## src/rtl/qsn_shift_ctrl_if.sv

```systemverilog
// Shift-factor stream into the QSN control stage: one circulant shift per column block.
interface qsn_shift_ctrl_if #(
  parameter int SEL_W = 8
);
  logic [SEL_W-1:0] shift_in;
  logic             shift_valid;
  logic             shift_ready;

  modport master (output shift_in, output shift_valid, input  shift_ready);
  modport slave  (input  shift_in, input  shift_valid, output shift_ready);
endinterface

```

## src/rtl/qsn_shift_ctrl.sv

```systemverilog
// QSN control stage: turns per-column circulant shifts into left/right/merge select words
// and carries a latency-matched {valid, col, null} tag alongside the shifted vectors.

module qsn_merge_lane #(
  parameter int K = 0,
  parameter int W = 9
) (
  input  logic [W-1:0] thr,
  output logic         sel
);
  localparam logic [W-1:0] KW = W'(K);
  assign sel = (KW >= thr);
endmodule

module qsn_shift_ctrl #(
  parameter int Z         = 255,
  parameter int SEL_W     = 8,
  parameter int COL_NUM   = 3,
  parameter int QSN_LAT   = 2,
  parameter int NULL_CODE = 255
) (
  input  logic               sys_clk,
  input  logic               rstn,
  qsn_shift_ctrl_if.slave    sh,
  input  logic               layer_start,
  output logic [SEL_W-1:0]   left_sel,
  output logic [SEL_W-1:0]   right_sel,
  output logic [Z-2:0]       merge_sel,
  output logic               sw_in_en,
  output logic               out_valid,
  output logic [1:0]         out_col,
  output logic               out_null,
  output logic               layer_done,
  output logic               shift_err
);
  localparam logic [1:0] S_IDLE  = 2'd0;
  localparam logic [1:0] S_RUN   = 2'd1;
  localparam logic [1:0] S_DRAIN = 2'd2;

  localparam int             DW     = $clog2(QSN_LAT + 1);
  localparam logic [SEL_W:0] Z_W    = (SEL_W+1)'(Z);
  localparam logic [SEL_W-1:0] NULL_W = SEL_W'(NULL_CODE);
  localparam logic [1:0]     LAST_COL = 2'(COL_NUM - 1);
  localparam logic [DW-1:0]  DRAIN_END = DW'(QSN_LAT);

  logic [1:0]              state;
  logic [1:0]              col;
  logic [DW-1:0]           dcnt;
  logic [SEL_W-1:0]        s_eff;
  logic [QSN_LAT:0]        vld_pipe;
  logic [QSN_LAT:0][1:0]   col_pipe;
  logic [QSN_LAT:0]        null_pipe;

  logic hs, is_null, in_range, start_ok;
  logic [SEL_W:0] thr;

  assign sh.shift_ready = (state == S_RUN);
  assign hs       = sh.shift_valid && sh.shift_ready;
  assign is_null  = (sh.shift_in == NULL_W);
  assign in_range = ({1'b0, sh.shift_in} < Z_W);
  // a start coincident with layer_done belongs to the layer just finishing
  assign start_ok = layer_start && (state == S_IDLE) && !layer_done;

  always_ff @(posedge sys_clk or negedge rstn) begin
    if (!rstn) begin
      state      <= S_IDLE;
      col        <= '0;
      dcnt       <= '0;
      s_eff      <= '0;
      vld_pipe   <= '0;
      col_pipe   <= '0;
      null_pipe  <= '0;
      layer_done <= 1'b0;
      shift_err  <= 1'b0;
    end else begin
      layer_done  <= 1'b0;
      vld_pipe[0] <= hs;
      if (hs) begin
        s_eff        <= (in_range && !is_null) ? sh.shift_in : '0;
        null_pipe[0] <= !(in_range && !is_null);
        col_pipe[0]  <= col;
      end
      for (int i = 1; i <= QSN_LAT; i++) begin
        vld_pipe[i]  <= vld_pipe[i-1];
        col_pipe[i]  <= col_pipe[i-1];
        null_pipe[i] <= null_pipe[i-1];
      end

      if (hs && !in_range && !is_null) shift_err <= 1'b1;
      else if (start_ok)               shift_err <= 1'b0;

      case (state)
        S_IDLE: if (start_ok) begin
          state <= S_RUN;
          col   <= '0;
        end
        S_RUN: if (hs) begin
          col <= col + 2'd1;
          if (col == LAST_COL) begin
            state <= S_DRAIN;
            dcnt  <= '0;
          end
        end
        S_DRAIN: begin
          // last tag reaches the pipe output QSN_LAT cycles after its sw_in_en
          if (dcnt == DRAIN_END) begin
            layer_done <= 1'b1;
            state      <= S_IDLE;
          end else begin
            dcnt <= dcnt + DW'(1);
          end
        end
        default: state <= S_IDLE;
      endcase
    end
  end

  assign thr       = Z_W - {1'b0, s_eff};
  assign left_sel  = s_eff;
  assign right_sel = (s_eff == '0) ? '0 : thr[SEL_W-1:0];
  assign sw_in_en  = vld_pipe[0];

  // thermometer mask: lane k takes the left network when k >= Z - s
  for (genvar k = 0; k < Z - 1; k++) begin : g_merge
    qsn_merge_lane #(.K(k), .W(SEL_W + 1)) u_lane (
      .thr (thr),
      .sel (merge_sel[k])
    );
  end

  assign out_valid = vld_pipe[QSN_LAT] && !null_pipe[QSN_LAT];
  assign out_null  = vld_pipe[QSN_LAT] &&  null_pipe[QSN_LAT];
  assign out_col   = col_pipe[QSN_LAT];
endmodule

```

## src/flat_wrapper.sv

```systemverilog
// flat-port wrapper written by rule: the top's interface ports become plain ports
module qsn_shift_ctrl_flat 
#(
  parameter int Z         = 255,
  parameter int SEL_W     = 8,
  parameter int COL_NUM   = 3,
  parameter int QSN_LAT   = 2,
  parameter int NULL_CODE = 255
)
  (sys_clk, rstn, layer_start, left_sel, right_sel, merge_sel, sw_in_en, out_valid, out_col, out_null, layer_done, shift_err, sh_shift_in, sh_shift_valid, sh_shift_ready);
  qsn_shift_ctrl_if #(.SEL_W(SEL_W)) sh_i ();
  input  logic sys_clk;
  input  logic rstn;
  input  logic layer_start;
  output logic [SEL_W-1:0] left_sel;
  output logic [SEL_W-1:0] right_sel;
  output logic [Z-2:0] merge_sel;
  output logic sw_in_en;
  output logic out_valid;
  output logic [1:0] out_col;
  output logic out_null;
  output logic layer_done;
  output logic shift_err;
  input wire logic [$bits(sh_i.shift_in)-1:0] sh_shift_in;
  input wire logic [$bits(sh_i.shift_valid)-1:0] sh_shift_valid;
  output wire logic [$bits(sh_i.shift_ready)-1:0] sh_shift_ready;
  assign sh_i.shift_in = sh_shift_in;
  assign sh_i.shift_valid = sh_shift_valid;
  assign sh_shift_ready = sh_i.shift_ready;
  qsn_shift_ctrl #(.Z(Z), .SEL_W(SEL_W), .COL_NUM(COL_NUM), .QSN_LAT(QSN_LAT), .NULL_CODE(NULL_CODE)) u_core (.sys_clk(sys_clk), .rstn(rstn), .sh(sh_i), .layer_start(layer_start), .left_sel(left_sel), .right_sel(right_sel), .merge_sel(merge_sel), .sw_in_en(sw_in_en), .out_valid(out_valid), .out_col(out_col), .out_null(out_null), .layer_done(layer_done), .shift_err(shift_err));
endmodule
```

## config.mk

```make
export PLATFORM = sky130hd
export DESIGN_NAME = qsn_shift_ctrl_flat
export DESIGN_NICKNAME = d
export VERILOG_FILES = /design/src/rtl/qsn_shift_ctrl_if.sv /design/src/rtl/qsn_shift_ctrl.sv /design/src/flat_wrapper.sv
export SDC_FILE = /design/constraint.sdc
export NUM_CORES = 1
export LEC_CHECK = 0
export ABC_AREA = 1
export BUFFER_PORTS_ARGS = -buffer_cell sky130_fd_sc_hd__buf_2
export CAP_MARGIN = 20
export CORE_AREA = 2 2 112 114
export CTS_CLUSTER_SIZE = 8
export DETAILED_ROUTE_END_ITERATION = 8
export DIE_AREA = 0 0 114 116
export GPL_TIMING_DRIVEN = 0
export MAX_ROUTING_LAYER = met4
export PLACE_DENSITY = 0.84
export SYNTH_ARGS = -nofsm -noshare
export SYNTH_HDL_FRONTEND = slang
export SYNTH_SLANG_ARGS = --single-unit
```

## constraint.sdc

```tcl
create_clock -name sys_clk -period 2.69 [get_ports sys_clk]
set_clock_uncertainty 0.05 [all_clocks]
set_input_delay 0.4035 -clock sys_clk [delete_from_list [all_inputs] [get_ports sys_clk]]
set_output_delay 0.4035 -clock sys_clk [all_outputs]
set_load 0.005 [all_outputs]
```

==> out/metrics.yaml, run 1 <==
status:
  outcome: "finished, final reports clean"
sta:
  drv_slew: 0
  fmax_mhz: 373
  period_share: 0.997
  tightest_slew_ps: 911
  worst_slack_ps: 7.62
  rsz0062_at_grt: "false"
  fin_setup_tns_ps: 0
  whs_ps: 94.1
  setup_violations: 0
  hold_viol_final: 0
  slew_headroom: 0.390
  period_needed_ps: 2680
clock_tree:
  clock_latency_ps: 260
  cts_root_buf: "clkbuf_16"
  cts.clk_slew.worst_paths_ps: 70
  cts_buffers: 3
  tritoncts: "yes"
  cts_buffer_depth: 2
  clock-sinks: 28
  cts-htree-levels: 1
  cts_resized: 0
  cts_hold_buf: 0
  postCtsSetupBuffers: 0
layout:
  drive_gt1_frac: 0.514
  fillCellCount: 1175
  syn2layout_area_growth_pct: 30.2
  fin_nets: 1261
  diodes: 0
global_route:
  grt_overflow: 0
  grt_pass1_vias: 6168
  grt_use_total: 0.348
  grt_pass1_wl_um: 34200
  grt_antenna_before_repair: 0
  use_met3: 0.0418
  grt_max_degree: 29
  top_usage_layer: "met2"
  grt_util_met1: 0.434
  gr-usage-met2: 0.578
placement:
  dp_hpwl_um: 18600
  pre_cts_ws_ps: 391
  portBuffers: 289
  globalplace.congestion: 1.02
route:
  drt-pass1-iter-count: 5
  ant_nets: 0
  vias: 6904
  post_drt_via_cell_ratio: 4.96
  drt_iter0_markers: 724
  routed_wl_um: 23700
  drc: 0
  routedWlPerCell_um: 17.0
run:
  max-cap-violations: 0
synthesis:
  synthTopCellsByArea: "buf_4, nand2_1, dfrtp_1"
  netlist_area_sq_mm: 0.00575
  synth_top_cell_area_share: 0.343
  synth.distinct_cells: 31
  synth_fp_nets: 967
  ys_ff_latch: 28
  synth.avg_cell_area_sq_um: 6.04
  yosysTopAreaCell: "buf_4"
  syn_inst: 953
  synth_warnings: 0
  seq_area_frac_synth: 0.122
power:
  power.density_mw_per_mm2: 1430
  power_mw: 10.7
  peakVddDrop_v: 0.000867
  power.leakage_nw: 4.82
critical_path:
  crit_chain: "buf_4 > nor2_2 > nor2_1 > nand2_1 > nand3_1 > buf_4 > buf_2"
  crit_top_cell: "buf_4"
  cp.required_ps: 2240
  crit_slowest_cell: "nor2_1"
  cp.arrival_ps: 2230
  cp-end-kind: "primary output"
  critPathKind: "flip-flop to primary output"
  max_stage_delay_ps: 700
  cp-start-kind: "flip-flop"
  path_max_fanout: 10
floorplan:
  core_area_sq_mm: 0.0119
  die_height_um: 116
  num_rows: 40
  dieArea_sq_mm: 0.0132
  initial_utilization: 0.483
  die_w_um: 114
  pin_count: 290
worst_hold_path:
  hold_path.class: "input pin to async pin"
==> power breakdown <==
group / leakage (nW) / switching [mW] / total (mW) / internal, mW
Sequential: 0.361 / 0.114 / 0.680 / 0.567
Combinational: 4.41 / 4.95 / 9.56 / 4.61
Clock: 0.0511 / 0.139 / 0.435 / 0.296
==> cell type report <==
cell class | instances | area [sq um] | area share
multi-input combinational | 541 | 2540 | 0.340
clock buffer | 3 | 75.1 | 0.0100
inverter | 92 | 350 | 0.0468
clock inverter | 1 | 30.0 | 0.00401
buffer | 292 | 2160 | 0.288
timing repair buffer | 289 | 1450 | 0.193
tap | 147 | 184 | 0.0246
sequential | 28 | 701 | 0.0936
==> sequential cells by signal (all words and copies together) (netlist names) <==
register           flops
u_core.col_pipe        4
u_core.col             2
u_core.out_col         2
u_core.dcnt            2
u_core.state           2
u_core.shift_err       1
u_core.layer_done      1
u_core.null_pipe       3
u_core.vld_pipe        3
u_core.left_sel        8
==> routing by layer <==
layer | share of wire | vias to the layer above
li1 | - | 3265
met1 | 0.39 | 3109
met2 | 0.47 | 453
met3 | 0.10 | 77
met4 | 0.041 | 0
met5 | 0 | -
==> stage by stage <==
stage,utilization,area [sq um],instances
final,0.629,7490,1393
after floorplan,-,5750,953
after global routing,0.629,7490,1393
after CTS,0.629,7490,1393
after global placement,0.620,7380,1389
after detailed placement,0.620,7380,1389
==> worst paths after layout <==
path | start | end | slack [ps] | depth (start not counted)
worst max-delay path | u_core.left_sel[3] | merge_sel[76] | 8 | 7
max in group asynchronous | rstn | u_core.null_pipe[2] | 2100 | 1
worst min-delay path | rstn | u_core.dcnt[1] | 90 | 1
worst max register to register | u_core.left_sel[7] | u_core.left_sel[7] | 1280 | 4
min in group sys_clk | u_core.vld_pipe[1] | u_core.vld_pipe[2] | 300 | 0
worst min register to register | u_core.vld_pipe[1] | u_core.vld_pipe[2] | 300 | 0
==> Yosys cell counts, drive strengths merged <==
master  number
inv         91
clkbuf       2
a31oi        2
a21o         4
nand4        3
nor2        91
o21bai       2
o211ai       1
o22ai        1
nand3       78
o21ai       61
clkinv       1
ha           2
a21oi       16
buf        290
dfrtp       28
and2         1
nand2      278
nand3b       1
==> critical path: cells and delay by family (launching register included) <==
family / cells / cell delay (ps)
flops: 1 / 390
simple gates: 4 / 1130
buf+inv: 3 / 430
==> kinds of logic (layout without fill, tap and decap cells) <==
logic type      count (synthesis)  count (layout)  share of synthesized area
compound gates                 87              87                     0.0820
fa+ha+maj                       2               2                    0.00435
buf+inv                       384             677                      0.436
flops                          28              28                      0.122
simple gates                  452             452                      0.356
==> layout by cell type, fill, tap and decap left out, types with 2 or more instances in the layout <==
cell type	n
clkbuf_16	3
inv_4	2
buf_4	263
a31oi_1	2
clkbuf_1	2
nand2_4	8
inv_1	80
nor2_2	12
nand4_1	3
a21o_1	4
o21ai_0	38
nand2_1	261
nand2_2	9
inv_2	9
o21ai_1	22
buf_2	307
nor2_1	62
ha_1	2
o21bai_1	2
dfrtp_1	28
nor2_4	17
a21oi_1	15
nand3_1	78
buf_6	7
buf_1	2
(Power assumes the default switching activity.)
==> run 2: changes to the inputs <==
--- a/config.mk
+++ b/config.mk
@@ -15,6 +15,7 @@
 export GPL_TIMING_DRIVEN = 0
 export MAX_ROUTING_LAYER = met4
 export PLACE_DENSITY = 0.84
+export RECOVER_POWER = 25
 export SYNTH_ARGS = -nofsm -noshare
 export SYNTH_HDL_FRONTEND = slang
 export SYNTH_SLANG_ARGS = --single-unit
==> run 2 against run 1 <==
  * Via count hardly changed
  * Cell count is the same
  * Clock-buffer cell count stayed put
  * Sequential power about the same
  * Worst hold slack improved by 210 ps
  * Die area did not move
  * Combinational power fell by 0.4%
  * Clock power is essentially flat
  * Final area is 0.32% lower
  * Wire length down 0.14%
  * Largest power group unchanged
==> out/metrics.yaml, run 2 (same netlist as run 1, synthesis figures left out) <==
sta:
  hold_viol_final: 0  # unchanged
  rsz0062_at_grt: "false"  # unchanged
  slew_headroom: 0.0212  # was 0.390
  fin_setup_tns_ps: 0  # unchanged
  period_share: 0.994  # was 0.997
  period_needed_ps: 2670  # was 2680 ps
  fmax_mhz: 374  # was 373 MHz
  setup_violations: 0  # unchanged
  worst_slack_ps: 15.0  # was 7.62 ps
  tightest_slew_ps: 1470  # was 911 ps
  drv_slew: 0  # unchanged
critical_path:
  max_stage_delay_ps: 710  # was 700 ps
  cp.required_ps: 2240  # about the same
  crit_slowest_cell: "nor2_1"  # unchanged
  critPathKind: "flip-flop to primary output"  # unchanged
  cp.arrival_ps: 2220  # was 2230 ps
  r2r_slack_ps: 1170  # was 1280 ps
  path_max_fanout: 10  # unchanged
  crit_chain: "buf_6 > nor2_2 > nor2_1 > nand2_1 > nand3_1 > buf_4 > buf_2"  # was buf_4 > nor2_2 > nor2_1 > nand2_1 > nand3_1 > buf_4 > buf_2
  cp-start-kind: "flip-flop"  # unchanged
  path_buf_inv: 3  # unchanged
  rr_endpoint: "u_core.left_sel[2]"  # was u_core.left_sel[7]
  r2r_cells: 6  # was 4
  r2r-start: "u_core.state[0]"  # was u_core.left_sel[7]
  cp-end-kind: "primary output"  # unchanged
  path_delay_family: "simple AND/OR/NAND/NOR gates"  # unchanged
route:
  routed_wl_um: 23700  # about the same
  drc: 0  # unchanged
  routedWlPerCell_um: 17.0  # about the same
  vias: 6906  # was 6904
  drt_iter0_markers: 712  # was 724
  ant_nets: 0  # unchanged
  drt-pass1-iter-count: 5  # unchanged
  post_drt_via_cell_ratio: 4.96  # about the same
floorplan:
  dieArea_sq_mm: 0.0132  # unchanged
  initial_utilization: 0.483  # unchanged
  pin_count: 290  # unchanged
  num_rows: 40  # unchanged
  die_w_um: 114  # unchanged
  die_height_um: 116  # unchanged
  core_area_sq_mm: 0.0119  # unchanged
global_route:
  grt_antenna_before_repair: 0  # unchanged
  grt_overflow: 0  # unchanged
  grt_pass1_vias: 6168  # unchanged
  grt_use_total: 0.348  # unchanged
  grt_max_degree: 29  # unchanged
  grt_pass1_wl_um: 34200  # unchanged
run:
  max-cap-violations: 0  # unchanged
clock_tree:
  cts_buffer_depth: 2  # unchanged
  cts_hold_buf: 0  # unchanged
  cts_resized: 0  # unchanged
  cts-htree-levels: 1  # unchanged
  clock-sinks: 28  # unchanged
  tritoncts: "yes"  # unchanged
  clock_latency_ps: 260  # about the same
  cts.clk_slew.worst_paths_ps: 70  # about the same
  cts_buffers: 3  # unchanged
  cts_root_buf: "clkbuf_16"  # unchanged
  postCtsSetupBuffers: 0  # unchanged
power:
  power.leakage_nw: 4.79  # was 4.82 nW
  power.density_mw_per_mm2: 1420  # was 1430 mW/mm^2
  peakVddDrop_v: 0.000867  # about the same
layout:
  final_common_cell: "buf_2"  # unchanged
  fin_area_sq_mm: 0.00747  # was 0.00749 sq mm
  drive_gt1_frac: 0.502  # was 0.514
  syn2layout_area_growth_pct: 29.7  # was 30.2%
  largest_register_ffs: 8  # unchanged
  layout_common_cells: "buf_2, nand2_1, buf_4"  # was buf_2, buf_4, nand2_1
  diodes: 0  # unchanged
  fin_nets: 1261  # unchanged
placement:
  globalplace.congestion: 1.02  # unchanged
  dp_hpwl_um: 18600  # unchanged
  placed_cell_area_sq_mm: 0.00738  # unchanged
  pre_cts_ws_ps: 391  # unchanged
  portBuffers: 289  # unchanged
status:
  outcome: "finished, final reports clean"  # unchanged
worst_hold_path:
  hold_path.class: "flip-flop to flip-flop"  # was input pin to async pin
  hold_start: "u_core.vld_pipe[1]"
  min_to: "u_core.vld_pipe[2]"
  min_path_cells: 0
[run 2: final cells by class]
cell class,instances,area [sq um]
Fill cell,1181,4450
Multi-Input combinational cell,541,2530
Buffer,292,2160
Timing Repair Buffer,289,1440
Sequential cell,28,701
Inverter,92,350
Tap cell,147,184
Clock buffer,3,75.1
Clock inverter,1,30.0
[run 2: worst max-delay path by stage]
| stage | end | slack [ps] | start | cells past startpoint |
|---|---|---|---|---|
| finish | merge_sel[76] | 20 | u_core.left_sel[2] | 7 |
| global route | merge_sel[108] | 8 | u_core.left_sel[3] | 7 |
| CTS | merge_sel[44] | 110 | u_core.left_sel[3] | 7 |
| detailed placement | merge_sel[44] | 390 | u_core.left_sel[3] | 7 |
| global placement | merge_sel[44] | 390 | u_core.left_sel[3] | 7 |
| floorplan | merge_sel[188] | 960 | u_core.left_sel[1] | 8 |
[run 2: layer usage]
metal | wire length (um) | vias up | global-route usage
li1 | - | 3268 | -
met1 | 9230 | 3138 | 0.434
met2 | 11100 | 425 | 0.578
met3 | 2320 | 75 | 0.0418
met4 | 986 | 0 | 0.133
met5 | 0 | - | -
[run 2: worst reg2reg max path, cell delays in order (launching register included)]
cell and delay, ps:
dfrtp_1 390, inv_1 90, nor2_1 70, nand2_1 200, clkbuf_1 400, nand2_1 140
nand2_1 120
[run 2: power by group]
group / switching (mW) / internal (mW)
clock network: 0.139 / 0.296
registers: 0.113 / 0.567
logic: 4.94 / 4.58
[run 2: stage by stage]
stage / total power, mW / instances / hold slack [ps] / util
final: 10.6 / 1393 / 301 / 0.627
after global routing: 11.4 / 1393 / 301 / 0.627
after CTS: 10.6 / 1393 / 117 / 0.629
after detailed placement: 10.1 / 1389 / 286 / 0.620
after global placement: 10.0 / 1389 / 285 / 0.620
after floorplan: 6.69 / 953 / 57.9 / -
